<file path="src/rtl/sdram_pll_phase_ctrl_if.sv">
// Step-request handshake between a phase-calibration master and
// sdram_pll_phase_ctrl: request fields, ready, and done/err completion pulses.
interface sdram_pll_phase_ctrl_if;
    logic       req_valid;
    logic       req_ready;
    logic [2:0] req_sel;
    logic       req_dir;
    logic [5:0] req_steps;
    logic       done;
    logic       err;

    modport master (
        output req_valid, req_sel, req_dir, req_steps,
        input  req_ready, done, err
    );

    modport slave (
        input  req_valid, req_sel, req_dir, req_steps,
        output req_ready, done, err
    );
endinterface

</file>
<file path="src/rtl/sdram_pll_phase_ctrl.sv">
// PLLA dynamic phase-shift controller: turns step requests into spaced
// PSPULSE trains on PSSEL/PSDIR and tracks a modulo phase position per output.
// Optional abort input is compiled in with `define SDRAM_PHASE_CTRL_ABORT_EN.
module sdram_pll_phase_ctrl #(
    parameter int NUM_CH      = 3,
    parameter int PHASE_STEPS = 48,
    parameter int INIT_POS0   = 0,
    parameter int INIT_POS1   = 30,
    parameter int INIT_POS2   = 36,
    parameter int SETUP_CYC   = 4,
    parameter int PULSE_HI    = 4,
    parameter int PULSE_GAP   = 8
) (
    input  logic                    clk,
    input  logic                    rst_n,
    sdram_pll_phase_ctrl_if.slave   req,
`ifdef SDRAM_PHASE_CTRL_ABORT_EN
    input  logic                    abort,
`endif
    output logic [NUM_CH*6-1:0]     phase_pos,
    output logic [2:0]              ps_sel,
    output logic                    ps_dir,
    output logic                    ps_pulse
);

    localparam logic [2:0] IDLE  = 3'd0;
    localparam logic [2:0] SETUP = 3'd1;
    localparam logic [2:0] PHI   = 3'd2;
    localparam logic [2:0] PLO   = 3'd3;
    localparam logic [2:0] FIN   = 3'd4;

    logic [2:0]              state;
    logic [7:0]              cnt;
    logic [5:0]              steps_left;
    logic [2:0]              sel_q;
    logic                    dir_q;
    logic                    rej;
    logic                    abort_pend;
    logic                    abort_in;
    logic [NUM_CH-1:0][5:0]  pos;

`ifdef SDRAM_PHASE_CTRL_ABORT_EN
    assign abort_in = abort;
`else
    assign abort_in = 1'b0;
`endif

    function automatic logic [5:0] init_of(input int unsigned ch);
        case (ch)
            0:       return 6'(INIT_POS0);
            1:       return 6'(INIT_POS1);
            2:       return 6'(INIT_POS2);
            default: return '0;
        endcase
    endfunction

    function automatic logic [5:0] step_pos(input logic [5:0] p, input logic d);
        if (d)
            return (p == '0) ? 6'(PHASE_STEPS - 1) : p - 6'd1;
        return (p == 6'(PHASE_STEPS - 1)) ? '0 : p + 6'd1;
    endfunction

    // Sequencer: handshake, setup window, pulse high/low timing, completion
    always_ff @(posedge clk or negedge rst_n) begin
        if (!rst_n) begin
            state      <= IDLE;
            cnt        <= '0;
            steps_left <= '0;
            sel_q      <= '0;
            dir_q      <= 1'b0;
            rej        <= 1'b0;
            abort_pend <= 1'b0;
            ps_sel     <= '0;
            ps_dir     <= 1'b0;
            for (int unsigned ch = 0; ch < NUM_CH; ch++)
                pos[ch] <= init_of(ch);
        end else begin
            case (state)
                IDLE: begin
                    cnt        <= '0;
                    abort_pend <= 1'b0;
                    if (req.req_valid) begin
                        sel_q      <= req.req_sel;
                        dir_q      <= req.req_dir;
                        steps_left <= req.req_steps;
                        rej        <= (32'(req.req_sel) >= NUM_CH);
                        if (32'(req.req_sel) >= NUM_CH || req.req_steps == '0) begin
                            state <= FIN;
                        end else begin
                            ps_sel <= req.req_sel;
                            ps_dir <= req.req_dir;
                            state  <= SETUP;
                        end
                    end
                end
                SETUP: begin
                    if (abort_in) begin
                        ps_sel <= '0;
                        ps_dir <= 1'b0;
                        state  <= FIN;
                    end else if (cnt == 8'(SETUP_CYC - 1)) begin
                        cnt   <= '0;
                        state <= PHI;
                    end else begin
                        cnt <= cnt + 8'd1;
                    end
                end
                PHI: begin
                    if (abort_in)
                        abort_pend <= 1'b1;
                    if (cnt == 8'(PULSE_HI - 1)) begin
                        cnt        <= '0;
                        steps_left <= steps_left - 6'd1;
                        state      <= PLO;
                        for (int unsigned ch = 0; ch < NUM_CH; ch++)
                            if (32'(sel_q) == ch)
                                pos[ch] <= step_pos(pos[ch], dir_q);
                    end else begin
                        cnt <= cnt + 8'd1;
                    end
                end
                PLO: begin
                    if (abort_in)
                        abort_pend <= 1'b1;
                    if (cnt == 8'(PULSE_GAP - 1)) begin
                        cnt <= '0;
                        if (steps_left == '0 || abort_pend || abort_in) begin
                            ps_sel <= '0;
                            ps_dir <= 1'b0;
                            state  <= FIN;
                        end else begin
                            state <= PHI;
                        end
                    end else begin
                        cnt <= cnt + 8'd1;
                    end
                end
                FIN:     state <= IDLE;
                default: state <= IDLE;
            endcase
        end
    end

    // Output decode from the registered state
    always_comb begin
        req.req_ready = (state == IDLE);
        req.done      = (state == FIN);
        req.err       = (state == FIN) && rej;
        ps_pulse      = (state == PHI);
        phase_pos     = pos;
    end

endmodule
</file>
<file path="src/flat_wrapper.sv">
// flat-port wrapper written by rule: the top's interface ports become plain ports
module sdram_pll_phase_ctrl_flat 
#(
    parameter int NUM_CH      = 3,
    parameter int PHASE_STEPS = 48,
    parameter int INIT_POS0   = 0,
    parameter int INIT_POS1   = 30,
    parameter int INIT_POS2   = 36,
    parameter int SETUP_CYC   = 4,
    parameter int PULSE_HI    = 4,
    parameter int PULSE_GAP   = 8
)
  (clk, rst_n, phase_pos, ps_sel, ps_dir, ps_pulse, req_req_valid, req_req_sel, req_req_dir, req_req_steps, req_req_ready, req_done, req_err);
  sdram_pll_phase_ctrl_if req_i ();
  input  logic clk;
  input  logic rst_n;
  output logic [NUM_CH*6-1:0] phase_pos;
  output logic [2:0] ps_sel;
  output logic ps_dir;
  output logic ps_pulse;
  input wire logic [$bits(req_i.req_valid)-1:0] req_req_valid;
  input wire logic [$bits(req_i.req_sel)-1:0] req_req_sel;
  input wire logic [$bits(req_i.req_dir)-1:0] req_req_dir;
  input wire logic [$bits(req_i.req_steps)-1:0] req_req_steps;
  output wire logic [$bits(req_i.req_ready)-1:0] req_req_ready;
  output wire logic [$bits(req_i.done)-1:0] req_done;
  output wire logic [$bits(req_i.err)-1:0] req_err;
  assign req_i.req_valid = req_req_valid;
  assign req_i.req_sel = req_req_sel;
  assign req_i.req_dir = req_req_dir;
  assign req_i.req_steps = req_req_steps;
  assign req_req_ready = req_i.req_ready;
  assign req_done = req_i.done;
  assign req_err = req_i.err;
  sdram_pll_phase_ctrl #(.NUM_CH(NUM_CH), .PHASE_STEPS(PHASE_STEPS), .INIT_POS0(INIT_POS0), .INIT_POS1(INIT_POS1), .INIT_POS2(INIT_POS2), .SETUP_CYC(SETUP_CYC), .PULSE_HI(PULSE_HI), .PULSE_GAP(PULSE_GAP)) u_core (.clk(clk), .rst_n(rst_n), .req(req_i), .phase_pos(phase_pos), .ps_sel(ps_sel), .ps_dir(ps_dir), .ps_pulse(ps_pulse));
endmodule
</file>
<file path="config.mk">
export PLATFORM = sky130hd
export DESIGN_NAME = sdram_pll_phase_ctrl_flat
export DESIGN_NICKNAME = d
export VERILOG_FILES = /design/src/rtl/sdram_pll_phase_ctrl_if.sv /design/src/rtl/sdram_pll_phase_ctrl.sv /design/src/flat_wrapper.sv
export SDC_FILE = /design/constraint.sdc
export NUM_CORES = 1
export LEC_CHECK = 0
export BUFFER_PORTS_ARGS = -buffer_cell sky130_fd_sc_hd__buf_4
export CORE_AREA = 2 2 114 116
export DETAILED_ROUTE_END_ITERATION = 8
export DIE_AREA = 0 0 116 118
export GPL_ROUTABILITY_DRIVEN = 0
export PLACE_DENSITY = 0.49
export SYNTH_ARGS = -nofsm -noshare
export SYNTH_HDL_FRONTEND = slang
export SYNTH_SLANG_ARGS = --single-unit
</file>
<file path="constraint.sdc">
create_clock -name clk -period 5.1 [get_ports clk]
set_input_delay 0.51 -clock clk [delete_from_list [all_inputs] [get_ports clk]]
set_output_delay 0.51 -clock clk [all_outputs]
set_load 0.02 [all_outputs]
</file>
# == After elaboration in Yosys (flattened, before gate mapping) ==
# Index checks and enable logic that the tools add are counted.
# word_totals
register_bits,44
input_bits,13
output_inout_bits,26
elab_cells,102
# classes
addsub,8
magnitude_cmp,1
eq_ne,17
mux,45
reduce_logical,20
# ops
op,count
2-to-1 mux 6 bit,14
logical NOT 6 bit,5
2-to-1 mux 3 bit,10
case mux 8 bit (3 select lines),1
"subtractor 6 x 1 -> 6 bit, second input constant",4
"adder 6 x 1 -> 6 bit, second input constant",3
"== test 6 bit, second input constant",3
2-to-1 mux 8 bit,2
2-to-1 mux 1 bit,14
case mux 3 bit (4 select lines),1
case mux 6 bit (2 select lines),1
AND reduction 3 bit,4
"== test 3 x 2 -> 1 bit, second input constant",3
"adder 8 x 1 -> 8 bit, second input constant",1
"== test 8 x 2 -> 1 bit, second input constant",1
"== test 8 x 3 -> 1 bit, second input constant",1
"inequality test 2 x 1 -> 1 bit, second input constant",4
"== test 3 x 1 -> 1 bit, second input constant",2
logical NOT 3 bit,2
case mux 3 bit (2 select lines),1
AND reduction 5 bit,1
"inequality test 2 bit, second input constant",2
AND reduction 4 bit,1
nonzero test 2 bit,2
8 further kinds,8

# == Longest topological paths before layout ==
# Gate-level depths: netlist (run 1).
# logic_depth
word_depth,5
mapped_depth,7
mapped_depth_nobuf,7

# == Worst setup path before layout (run 1) ==
# Ideal clock, no wire load.
# synth_path
kind,flip-flop to flip-flop
start,register u_core.steps_left[0]
end,register u_core.ps_dir
setup_ns,0.079
arrival_time_ns,2.035
t_required_ns,5.021
setup_slack_ns,2.986
path_stages_with_launch,8
path_buffers,0
synth_period_minus_slack_ns,2.114
cell_sequence,dfrtp_1 inv_1 ha_1 nor3b_2 or4b_4 or3_4 a21oi_4 mux2i_1
# synth_between
elab_chain_len,3
# synth_rtl
item,line,source
start: declaration,sdram_pll_phase_ctrl.sv:34,logic [5:0] steps_left;
start signal: assignment,sdram_pll_phase_ctrl.sv:85,steps_left <= req.req_steps;
start signal: assignment,sdram_pll_phase_ctrl.sv:113,steps_left <= steps_left - 6'd1;
logical NOT 6 bit,sdram_pll_phase_ctrl.sv:127,if (steps_left == '0 || abort_pend || abort_in) begin
inequality test 2 x 1 -> 1 bit (no line),-,
AND reduction 5 bit (no line),-,
end signal: assignment,sdram_pll_phase_ctrl.sv:91,ps_dir <= req.req_dir;
end: declaration,sdram_pll_phase_ctrl.sv:22,"output logic ps_dir,"
# No other way between the ends.
# A chain may end at the register's enable or synchronous reset.

# == Final worst setup path (run 1) ==
# layout_path
start,register u_core.state[2]
end,register u_core.pos (netlist bit u_core.phase_pos[9])
# layout_between
elab_chain_len,2
# layout_rtl
item,line,source
start: declaration,sdram_pll_phase_ctrl.sv:32,logic [2:0] state;
start signal: assignment,sdram_pll_phase_ctrl.sv:66,state <= IDLE;
start signal: assignment,sdram_pll_phase_ctrl.sv:88,state <= FIN;
start signal: assignment,sdram_pll_phase_ctrl.sv:92,state <= SETUP;
== test 3 x 2 -> 1 bit,sdram_pll_phase_ctrl.sv:78,case (state)
AND reduction 3 bit (no line),-,
end signal: indexed assignment,sdram_pll_phase_ctrl.sv:76,pos[ch] <= init_of(ch);
end signal: indexed assignment,sdram_pll_phase_ctrl.sv:117,"pos[ch] <= step_pos(pos[ch], dir_q);"
end: declaration,sdram_pll_phase_ctrl.sv:40,logic [NUM_CH-1:0][5:0] pos;
# No other way between the ends.

==> results of run 1 <==
==> per-stage QoR <==
| stage | total power [W] | std cells | hold WS (ps) | setup slack, ps |
|---|---|---|---|---|
| CTS | 0.00142 | 551 | 257 | 2730 |
| finish | 0.00141 | 551 | 232 | 2750 |
| global route | 0.00152 | 551 | 282 | 2570 |
| floorplan | 0.000882 | 352 | 214 | 2990 |
| global placement | 0.00103 | 543 | 470 | 2870 |
| detailed placement | 0.00103 | 543 | 479 | 2760 |
==> per-layer routing <==
layer | share of wire [%] | track usage [%]
met4 | 0.45 | 1.93
met3 | 3.6 | 2.11
met1 | 50 | 17.0
met2 | 46 | 17.5
met5 | 0 | 0
==> cells in the mapped netlist (2+ instances only) <==
cell	count	area share, %
a211oi_1	3	0.73
a21o_1	5	1.2
a21oi_1	27	4.4
a31oi_1	5	1.0
and3_1	7	1.4
and4b_1	2	0.65
buf_1	3	0.37
clkbuf_1	14	1.7
dfrtp_1	38	31
dfstp_2	6	5.1
ha_1	11	4.5
inv_1	15	1.8
mux2_2	6	2.2
mux2i_1	9	2.9
nand2_1	24	2.9
nand2b_1	3	0.61
nand3_1	21	3.4
nand4_1	3	0.61
nor2_1	25	3.1
nor2b_1	9	1.8
nor3_1	12	2.0
nor3b_1	4	0.98
nor4_1	3	0.61
nor4b_2	2	0.98
o211ai_1	3	0.73
o21a_1	2	0.49
o21ai_0	30	4.9
o21ai_1	4	0.65
o22ai_1	4	0.82
o31ai_1	3	0.73
or3_1	2	0.41
or4_1	2	0.49
or4b_1	2	0.65
xnor2_1	5	1.4
xor2_1	5	1.4
==> kinds of logic after synthesis <==
family,Yosys count,synth area share (%)
mux,16,5.51
fa+ha+maj,11,4.49
compound gates,99,19.9
xor+xnor,10,2.85
buf+inv,36,4.85
simple gates,136,26.3
flops,44,36.1
==> worst reg2reg max path: cells and delay by family (launching register included) <==
family	cells	cell delay, ps
compound gates	2	330
simple gates	3	1200
buf+inv	1	180
flops	1	580
==> state kept, by name (all words and copies together) (netlist names) <==
| name | count |
|---|---|
| u_core.cnt | 8 |
| u_core.dir_q | 1 |
| u_core.phase_pos | 18 |
| u_core.ps_dir | 1 |
| u_core.ps_sel | 3 |
| u_core.rej | 1 |
| u_core.sel_q | 3 |
| u_core.state | 3 |
| u_core.steps_left | 6 |
==> power by group <==
part           internal (W)  switching, W
registers          0.000419      0.000106
logic              0.000213      0.000281
clock network      0.000258      0.000130
total              0.000890      0.000516
==> area by class of cell <==
cell class,count,area (sq um)
fill,1358,8740
tap,172,215
sequential,44,1110
timing repair buffer,39,293
multi-input combinational,272,1810
inverter,16,61.3
clock inverter,1,30.0
clock buffer,7,153
==> layout by cell type, fill, tap and decap left out, types with 5 or more instances in the layout <==
cell type / Yosys / layout
dfstp_2: 6 / 6
clkbuf_16: 0 / 5
a31oi_1: 5 / 5
nor3_1: 12 / 12
ha_1: 11 / 11
nor2b_1: 9 / 9
and3_1: 7 / 7
o21ai_0: 30 / 30
xnor2_1: 5 / 5
buf_4: 1 / 39
mux2_2: 6 / 6
nor2_1: 25 / 25
mux2i_1: 9 / 9
a21o_1: 5 / 5
dfrtp_1: 38 / 38
nand3_1: 21 / 21
inv_1: 15 / 15
xor2_1: 5 / 5
a21oi_1: 27 / 27
nand2_1: 24 / 24
==> final timing paths <==
check,endpoint,depth (start not counted),slack [ps]
min,u_core.rej$_DFFE_PN0P_,1,230
max in group asynchronous,u_core.phase_pos[12]$_DFFE_PN0P_,1,4480
min in group clk,u_core.sel_q[2]$_DFFE_PN0P_,2,490
min reg2reg,u_core.rej$_DFFE_PN0P_,2,490
max,u_core.phase_pos[9]$_DFFE_PN1P_,6,2750
max reg2reg,u_core.phase_pos[9]$_DFFE_PN1P_,6,2750
==> impl_metrics.json, run 1 <==
{
  "num_rows": 41,
  "cts_hold_buf": 0,
  "final_area_sq_um": 3670,
  "worst_ep_required_time_ps": 5310,
  "reg2reg_from": "u_core.state[2]$_DFFE_PN0P_",
  "max_stage_delay_ps": 580,
  "nets": 402,
  "post_cts_resized": 0,
  "vias": 2690,
  "final_max_slew_viol_count": 0,
  "netlist_instances": 352,
  "p_leak_nw": 1.54,
  "grt_pass1_wl_mm": 13.1,
  "critPathLaunch": "u_core.state[2]$_DFFE_PN0P_",
  "wire_per_inst_um": 13.7,
  "synth_nets": 376,
  "max_clock_freq_mhz": 425,
  "dieHeight_um": 118,
  "synth.cell_area_sq_um": 3070,
  "yosysSeqAreaShare_pct": 36.1,
  "clkTransAtPathRegs_ps": 60,
  "post_cts_buffers": 0,
  "synth_cell_types": 68,
  "worstSetupPathType": "flip-flop to flip-flop",
  "rsz0062_at_grt": "false",
  "start_util_pct": 24.7,
  "cellPowerDensity_nw_per_um2": 383,
  "synth_flop_cell": "dfrtp_1",
  "cp.arrival_ps": 2570,
  "slew_headroom_pct": 61.4,
  "hp-class": "input pin to async pin",
  "syn-mean-instance-area_sq_um": 8.72,
  "overflow": 0,
  "areaGrowthSynthToFinish_pct": 19.7,
  "clock_path_buffers": 2,
  "critPathLaunchType": "flip-flop",
  "synth_edf_count": 0,
  "critPathMaxFanout": 21,
  "vias_per_cell": 4.88,
  "clock_latency_ps": 280,
  "async_flop_share_pct": 100,
  "grt_pass1_vias": 2578,
  "setup_violations": 0,
  "tns_ps": 0,
  "drtIter0Drc": 108,
  "cts.sinks": 44,
  "placed_area_sq_um": 3490,
  "ir_drop_mv": 0.221,
  "drc": 0,
  "layout_min_cycle_time_ps": 2350,
  "chipWidth_um": 116,
  "coreArea_sq_um": 12400,
  "fin_util_pct": 29.6,
  "wl_mm": 7.57,
  "cp_num_buf_inv": 1,
  "track_usage_pct": 11.5,
  "worst_pin_slew_ps": 579,
  "hold_viol": 0,
  "dp_hpwl_mm": 5.47,
  "critical-path-top-delay-family": "simple AND/OR/NAND/NOR gates",
  "crit_path_end_kind": "flip-flop",
  "grt_max_degree": 45,
  "drt-pass1-iter-count": 4,
  "slowest_stage": "dfrtp_1",
  "max_cap_viol_count": 0,
  "finalClockSkew_ps": 3.44,
  "ys_ff_latch": 44,
  "antenna_found_initial": 0,
  "yosysWarningCount": 0,
  "ios": 39,
  "status": "completed",
  "die_area_sq_um": 13700,
  "drive_gt1_share_pct": 19.8,
  "antennaDiodeCount": 0,
  "final_antenna_net_count": 0,
  "cts_tree": "done",
  "port-buffer-count": 38,
  "cts-root-buf": "clkbuf_16",
  "cts-htree-levels": 2,
  "crit_path_cell_trace": "or3b_4 > clkinv_2 > nand4_2 > nor4b_2 > a31oi_1 > a21o_1",
  "cts_buffers": 5,
  "period_share_pct": 46.2
}
Note: power is estimated with default switching activity, not from simulation.
==> run 2, diff against run 1 <==
--- a/config.mk
+++ b/config.mk
@@ -5,12 +5,13 @@
 export SDC_FILE = /design/constraint.sdc
 export NUM_CORES = 1
 export LEC_CHECK = 0
+export ABC_AREA = 1
 export BUFFER_PORTS_ARGS = -buffer_cell sky130_fd_sc_hd__buf_4
 export CORE_AREA = 2 2 114 116
 export DETAILED_ROUTE_END_ITERATION = 8
 export DIE_AREA = 0 0 116 118
 export GPL_ROUTABILITY_DRIVEN = 0
-export PLACE_DENSITY = 0.49
+export PLACE_DENSITY = 0.5
 export SYNTH_ARGS = -nofsm -noshare
 export SYNTH_HDL_FRONTEND = slang
 export SYNTH_SLANG_ARGS = --single-unit
==> constraint.sdc (replaced) <==
create_clock -name clk -period 2 [get_ports clk]
set_input_delay 0.2 -clock clk [delete_from_list [all_inputs] [get_ports clk]]
set_output_delay 0.2 -clock clk [all_outputs]
set_load 0.02 [all_outputs]
==> impl_metrics.json, run 2 <==
{
  "drive_gt1_share_pct": 16.1,
  "tns_ps": 0,
  "worstSetupPathType": "flip-flop to primary output",
  "synth.cell_area_sq_um": 3070,
  "dieHeight_um": 118,
  "finalClockSkew_ps": 6.90,
  "antennaDiodeCount": 0,
  "num_rows": 41,
  "slowest_stage": "dfrtp_1",
  "ys_ff_latch": 44,
  "die_area_sq_um": 13700,
  "cts.sinks": 44,
  "worst_pin_slew_ps": 581,
  "layout_commonest_cell": "nand2_1",
  "grt_pass1_vias": 2746,
  "clock_path_buffers": 2,
  "hold_viol": 0,
  "drc": 0,
  "power_w": 0.00194,
  "synth_top_area_share_pct": 30.9,
  "vias_per_cell": 4.30,
  "port-buffer-count": 38,
  "max_stage_delay_ps": 490,
  "grt_use_met3_pct": 2.21,
  "wl_mm": 7.28,
  "max_clock_freq_mhz": 565,
  "cts-htree-levels": 2,
  "fin_util_pct": 30.1,
  "final_max_slew_viol_count": 0,
  "drt-pass1-iter-count": 4,
  "min_to": "u_core.sel_q[2]$_DFFE_PN0P_",
  "yosysSeqAreaShare_pct": 36.1,
  "areaGrowthSynthToFinish_pct": 21.4,
  "synth_cell_types": 35,
  "start_util_pct": 24.8,
  "cellPowerDensity_nw_per_um2": 520,
  "nets": 502,
  "r2r-end": "u_core.steps_left[2]$_DFFE_PN0P_",
  "coreArea_sq_um": 12400,
  "reg2reg_slack_ps": 320,
  "synth_nets": 461,
  "critPathMaxFanout": 13,
  "critPathLaunchType": "flip-flop",
  "clkTransAtPathRegs_ps": 70,
  "reg2reg_from": "u_core.state[2]$_DFFE_PN0P_",
  "synth_common_cells": "129 x nand2_1, 57 x nor2_1, 44 x inv_1",
  "hp-class": "input pin to flip-flop",
  "finalNonFillerCells": 651,
  "hp-start": "req_req_sel[2]",
  "cts-root-buf": "clkbuf_16",
  "p_leak_nw": 1.79,
  "ios": 39,
  "vias": 2802,
  "period_share_pct": 88.4,
  "yosys.cell_count.top_type": "nand2_1",
  "cp.arrival_ps": 1570,
  "holdWs_ps": 183,
  "cts_tree": "done",
  "cts_buffers": 5,
  "synth_flop_cell": "dfrtp_1",
  "worst_ep_required_time_ps": 1800,
  "wire_per_inst_um": 11.2,
  "yosysWarningCount": 0,
  "drtIter0Drc": 134,
  "use_met1_pct": 14.8,
  "crit_path_cell_trace": "nor2_2 > nand2_2 > inv_2 > buf_4",
  "rsz0062_at_grt": "false",
  "largest_reg_flops": 18,
  "status": "completed",
  "overflow": 0,
  "antenna_found_initial": 0,
  "top_usage_layer": "met2",
  "layout_min_cycle_time_ps": 1770,
  "grt_max_degree": 45,
  "synth_area_leaders": "dfrtp_1 31%, nand2_1 16%, nor2_1 7.0%",
  "dp.cells": 642,
  "slew_headroom_pct": 61.3,
  "grt_pass1_wl_mm": 12.5,
  "layout_common_cells": "129 x nand2_1, 57 x nor2_1, 44 x inv_1",
  "netlist_instances": 437,
  "track_usage_pct": 11.2,
  "yosysTopAreaCell": "dfrtp_1",
  "syn-mean-instance-area_sq_um": 7.03,
  "met2_usage_pct": 18.6,
  "dp_hpwl_mm": 5.62,
  "final_antenna_net_count": 0,
  "crit_path_end_kind": "primary output",
  "post_cts_buffers": 0,
  "ir_drop_mv": 0.309,
  "async_flop_share_pct": 100,
  "clock_latency_ps": 290,
  "max_cap_viol_count": 0,
  "reg2reg_depth": 8,
  "synth_edf_count": 0,
  "whs_path_depth": 3,
  "chipWidth_um": 116,
  "setup_violations": 0
}
-- run 2: cell families after synthesis --
group           Yosys count  share of synthesized area [%]
compound gates           52                           9.20
xor+xnor                 23                           6.56
fa+ha+maj                11                           4.48
buf+inv                  58                           7.61
flops                    44                           36.1
simple gates            249                           36.1
-- run 2: report_power, final --
group	internal (W)	switching, W	total (W)	leakage (nW)
clock	0.000594	0.000376	0.000971	0.0804
sequential	0.000896	0.00000491	0.000901	0.544
combinational	0.0000279	0.0000419	0.0000698	1.17
-- run 2: per-stage QoR --
| step | instance area (sq um) | setup WS, ps |
|---|---|---|
| floorplan | 3070 | 366 |
| global placement | 3550 | 356 |
| detailed placement | 3550 | 311 |
| CTS | 3730 | 213 |
| global route | 3730 | 113 |
| finish | 3730 | 231 |
-- run 2: worst max-delay path, delay by kind of cell (launching register included) --
family / cells / cell delay [ps]
flip-flops: 1 / 490
buffers and inverters: 2 / 420
AND/OR/NAND/NOR: 2 / 370
-- run 2: worst max-delay path by stage --
stage	from	to	slack, ps	cells past startpoint
after floorplan	u_core.state[2]$_DFFE_PN0P_	req_err	370	3
after global placement	u_core.state[2]$_DFFE_PN0P_	u_core.phase_pos[5]$_DFFE_PN0P_	360	8
after detailed placement	u_core.state[2]$_DFFE_PN0P_	u_core.steps_left[2]$_DFFE_PN0P_	310	8
after CTS	u_core.state[2]$_DFFE_PN0P_	ps_pulse	210	4
after global routing	u_core.state[2]$_DFFE_PN0P_	u_core.phase_pos[5]$_DFFE_PN0P_	110	8
final	u_core.state[2]$_DFFE_PN0P_	ps_pulse	230	4
-- run 2: what timing repair did --
action / in CTS / in global routing
hold buffers: 1 / 0
endpoints found under the hold margin: 38 / 0
resized for setup: 0 / 0
-- run 2: per-layer routing --
layer	vias to the layer above	share of wire [%]	wire [um]
met5	-	0	0
met3	7	4.4	318
met4	0	0.93	68
met1	1278	47	3450
met2	50	47	3440
li1	1467	-	-
-- run 2: area by class of cell --
type | instances | area, sq um
Multi-Input combinational cell | 335 | 1730
Clock buffer | 5 | 125
Inverter | 50 | 188
Sequential cell | 44 | 1110
Timing Repair Buffer | 42 | 318
Clock inverter | 3 | 46.3
Tap cell | 172 | 215
Fill cell | 1370 | 8680
==> run 3, diff against run 2 <==
--- a/config.mk
+++ b/config.mk
@@ -8,10 +8,10 @@
 export ABC_AREA = 1
 export BUFFER_PORTS_ARGS = -buffer_cell sky130_fd_sc_hd__buf_4
 export CORE_AREA = 2 2 114 116
+export CTS_CLUSTER_SIZE = 25
 export DETAILED_ROUTE_END_ITERATION = 8
 export DIE_AREA = 0 0 116 118
 export GPL_ROUTABILITY_DRIVEN = 0
-export PLACE_DENSITY = 0.5
 export SYNTH_ARGS = -nofsm -noshare
 export SYNTH_HDL_FRONTEND = slang
 export SYNTH_SLANG_ARGS = --single-unit
==> constraint.sdc (replaced) <==
create_clock -name clk -period 2.1 [get_ports clk]
set_input_delay 0.21 -clock clk [delete_from_list [all_inputs] [get_ports clk]]
set_output_delay 0.21 -clock clk [all_outputs]
set_load 0.02 [all_outputs]
==> impl_metrics.json, run 3 (same netlist as run 2, synthesis figures left out) <==
{
  "holdWs_ps": 199,
  "hold_viol": 0,
  "cellPowerDensity_nw_per_um2": 489,
  "tns_ps": 0,
  "antenna_found_initial": 0,
  "post_cts_resized": 0,
  "final_max_slew_viol_count": 0,
  "num_rows": 41,
  "track_usage_pct": 11.4,
  "chipWidth_um": 116,
  "port-buffer-count": 38,
  "worst_ep_required_time_ps": 1890,
  "layout_common_cells": "129 x nand2_1, 57 x nor2_1, 44 x inv_1",
  "cts_buffers": 5,
  "cts_tree": "done",
  "max_stage_delay_ps": 490,
  "finalClockSkew_ps": 8.67,
  "setup_violations": 0,
  "wire_per_inst_um": 11.3,
  "layout_min_cycle_time_ps": 1760,
  "worst_pin_slew_ps": 633,
  "status": "completed",
  "dieHeight_um": 118,
  "worst_slack_ps": 337,
  "critPathMaxFanout": 13,
  "nets": 501,
  "drtIter0Drc": 227,
  "clock_latency_ps": 290,
  "wl_mm": 7.31,
  "hp-class": "input pin to flip-flop",
  "critPathLaunchType": "flip-flop",
  "post_cts_buffers": 0,
  "period_share_pct": 83.9,
  "largest_reg_flops": 18,
  "cts_hold_buf": 1,
  "die_area_sq_um": 13700,
  "slew_headroom_pct": 57.8,
  "max_cap_viol_count": 0,
  "coreArea_sq_um": 12400,
  "final_antenna_net_count": 0,
  "vias_per_cell": 4.39,
  "drive_gt1_share_pct": 15.9,
  "layout_commonest_cell": "nand2_1",
  "crit_path_cell_trace": "nor2_2 > nand2_2 > inv_2 > buf_4",
  "ir_drop_mv": 0.341,
  "ios": 39,
  "crit_path_end_kind": "primary output",
  "drt-pass1-iter-count": 5,
  "overflow": 0,
  "drc": 0,
  "cp.arrival_ps": 1550,
  "cts-root-buf": "clkbuf_16",
  "cp_num_buf_inv": 2,
  "critical-path-top-delay-family": "flip-flops",
  "start_util_pct": 24.8,
  "vias": 2851,
  "cts-htree-levels": 2,
  "p_leak_nw": 1.79,
  "grt_pass1_wl_mm": 13.0,
  "grt_pass1_vias": 2880,
  "worstSetupPathType": "flip-flop to primary output",
  "cts.sinks": 44,
  "clock_path_buffers": 2,
  "slowest_stage": "dfrtp_1",
  "areaGrowthSynthToFinish_pct": 21.1,
  "fill_cells": 1365,
  "pre_cts_ws_ps": 414,
  "antennaDiodeCount": 0,
  "clkTransAtPathRegs_ps": 70,
  "rsz0062_at_grt": "false",
  "dp_hpwl_mm": 5.55,
  "max_clock_freq_mhz": 567,
  "grt_max_degree": 45
}
## run 3: final timing paths
check | start | end | slack [ps] | cells after the start
hold / removal | req_req_steps[3] | u_core.steps_left[3]$_DFFE_PN0P_ | 200 | 3
setup reg to reg | u_core.state[2]$_DFFE_PN0P_ | u_core.steps_left[2]$_DFFE_PN0P_ | 420 | 8
setup / recovery | u_core.state[2]$_DFFE_PN0P_ | ps_pulse | 340 | 4
max in group asynchronous | rst_n | u_core.phase_pos[15]$_DFFE_PN0P_ | 1230 | 2
hold reg to reg | u_core.ps_sel[1]$_DFFE_PN0P_ | u_core.ps_sel[1]$_DFFE_PN0P_ | 480 | 2
min in group asynchronous | rst_n | u_core.phase_pos[2]$_DFFE_PN0P_ | 470 | 2
## run 3: where the power goes
part / switching, W / internal (W)
clock: 0.000336 / 0.000559
sequential: 0.00000447 / 0.000854
combinational: 0.0000405 / 0.0000266
## run 3: through the flow
step | cells | cell area (sq um) | power (W) | util (%)
after global placement | 641 | 3540 | 0.000941 | 28.5
after floorplan | 437 | 3070 | 0.000893 | -
final | 650 | 3720 | 0.00182 | 30.0
after CTS | 650 | 3720 | 0.00184 | 30.0
after detailed placement | 641 | 3540 | 0.000942 | 28.5
after global routing | 650 | 3720 | 0.00190 | 30.0
## run 3: metal layers
layer  track usage (%)  part of all wire (%)  vias to the layer above
li1                  -                     -                     1468
met1              15.2                    47                     1320
met2              19.0                    48                       59
met3              2.52                   4.6                        4
met4              1.71                  0.53                        0
met5                 0                     0                        -
## run 3: worst reg2reg max path: cells and delay by family, from the launching register on
| family | cells | cell delay, ps |
|---|---|---|
| flops | 1 | 490 |
| simple gates | 6 | 750 |
| compound gates | 1 | 100 |
| buf+inv | 1 | 230 |
## run 3: final cells by class
type | instances | area (sq um) | share of cell area, %
flip-flops and latches | 44 | 1110 | 29.8
well taps | 172 | 215 | 5.79
inverters | 50 | 188 | 5.05
clock inverters | 3 | 42.5 | 1.14
multi-input cells | 335 | 1730 | 46.5
clock buffers | 5 | 125 | 3.36
repair buffers | 41 | 310 | 8.34
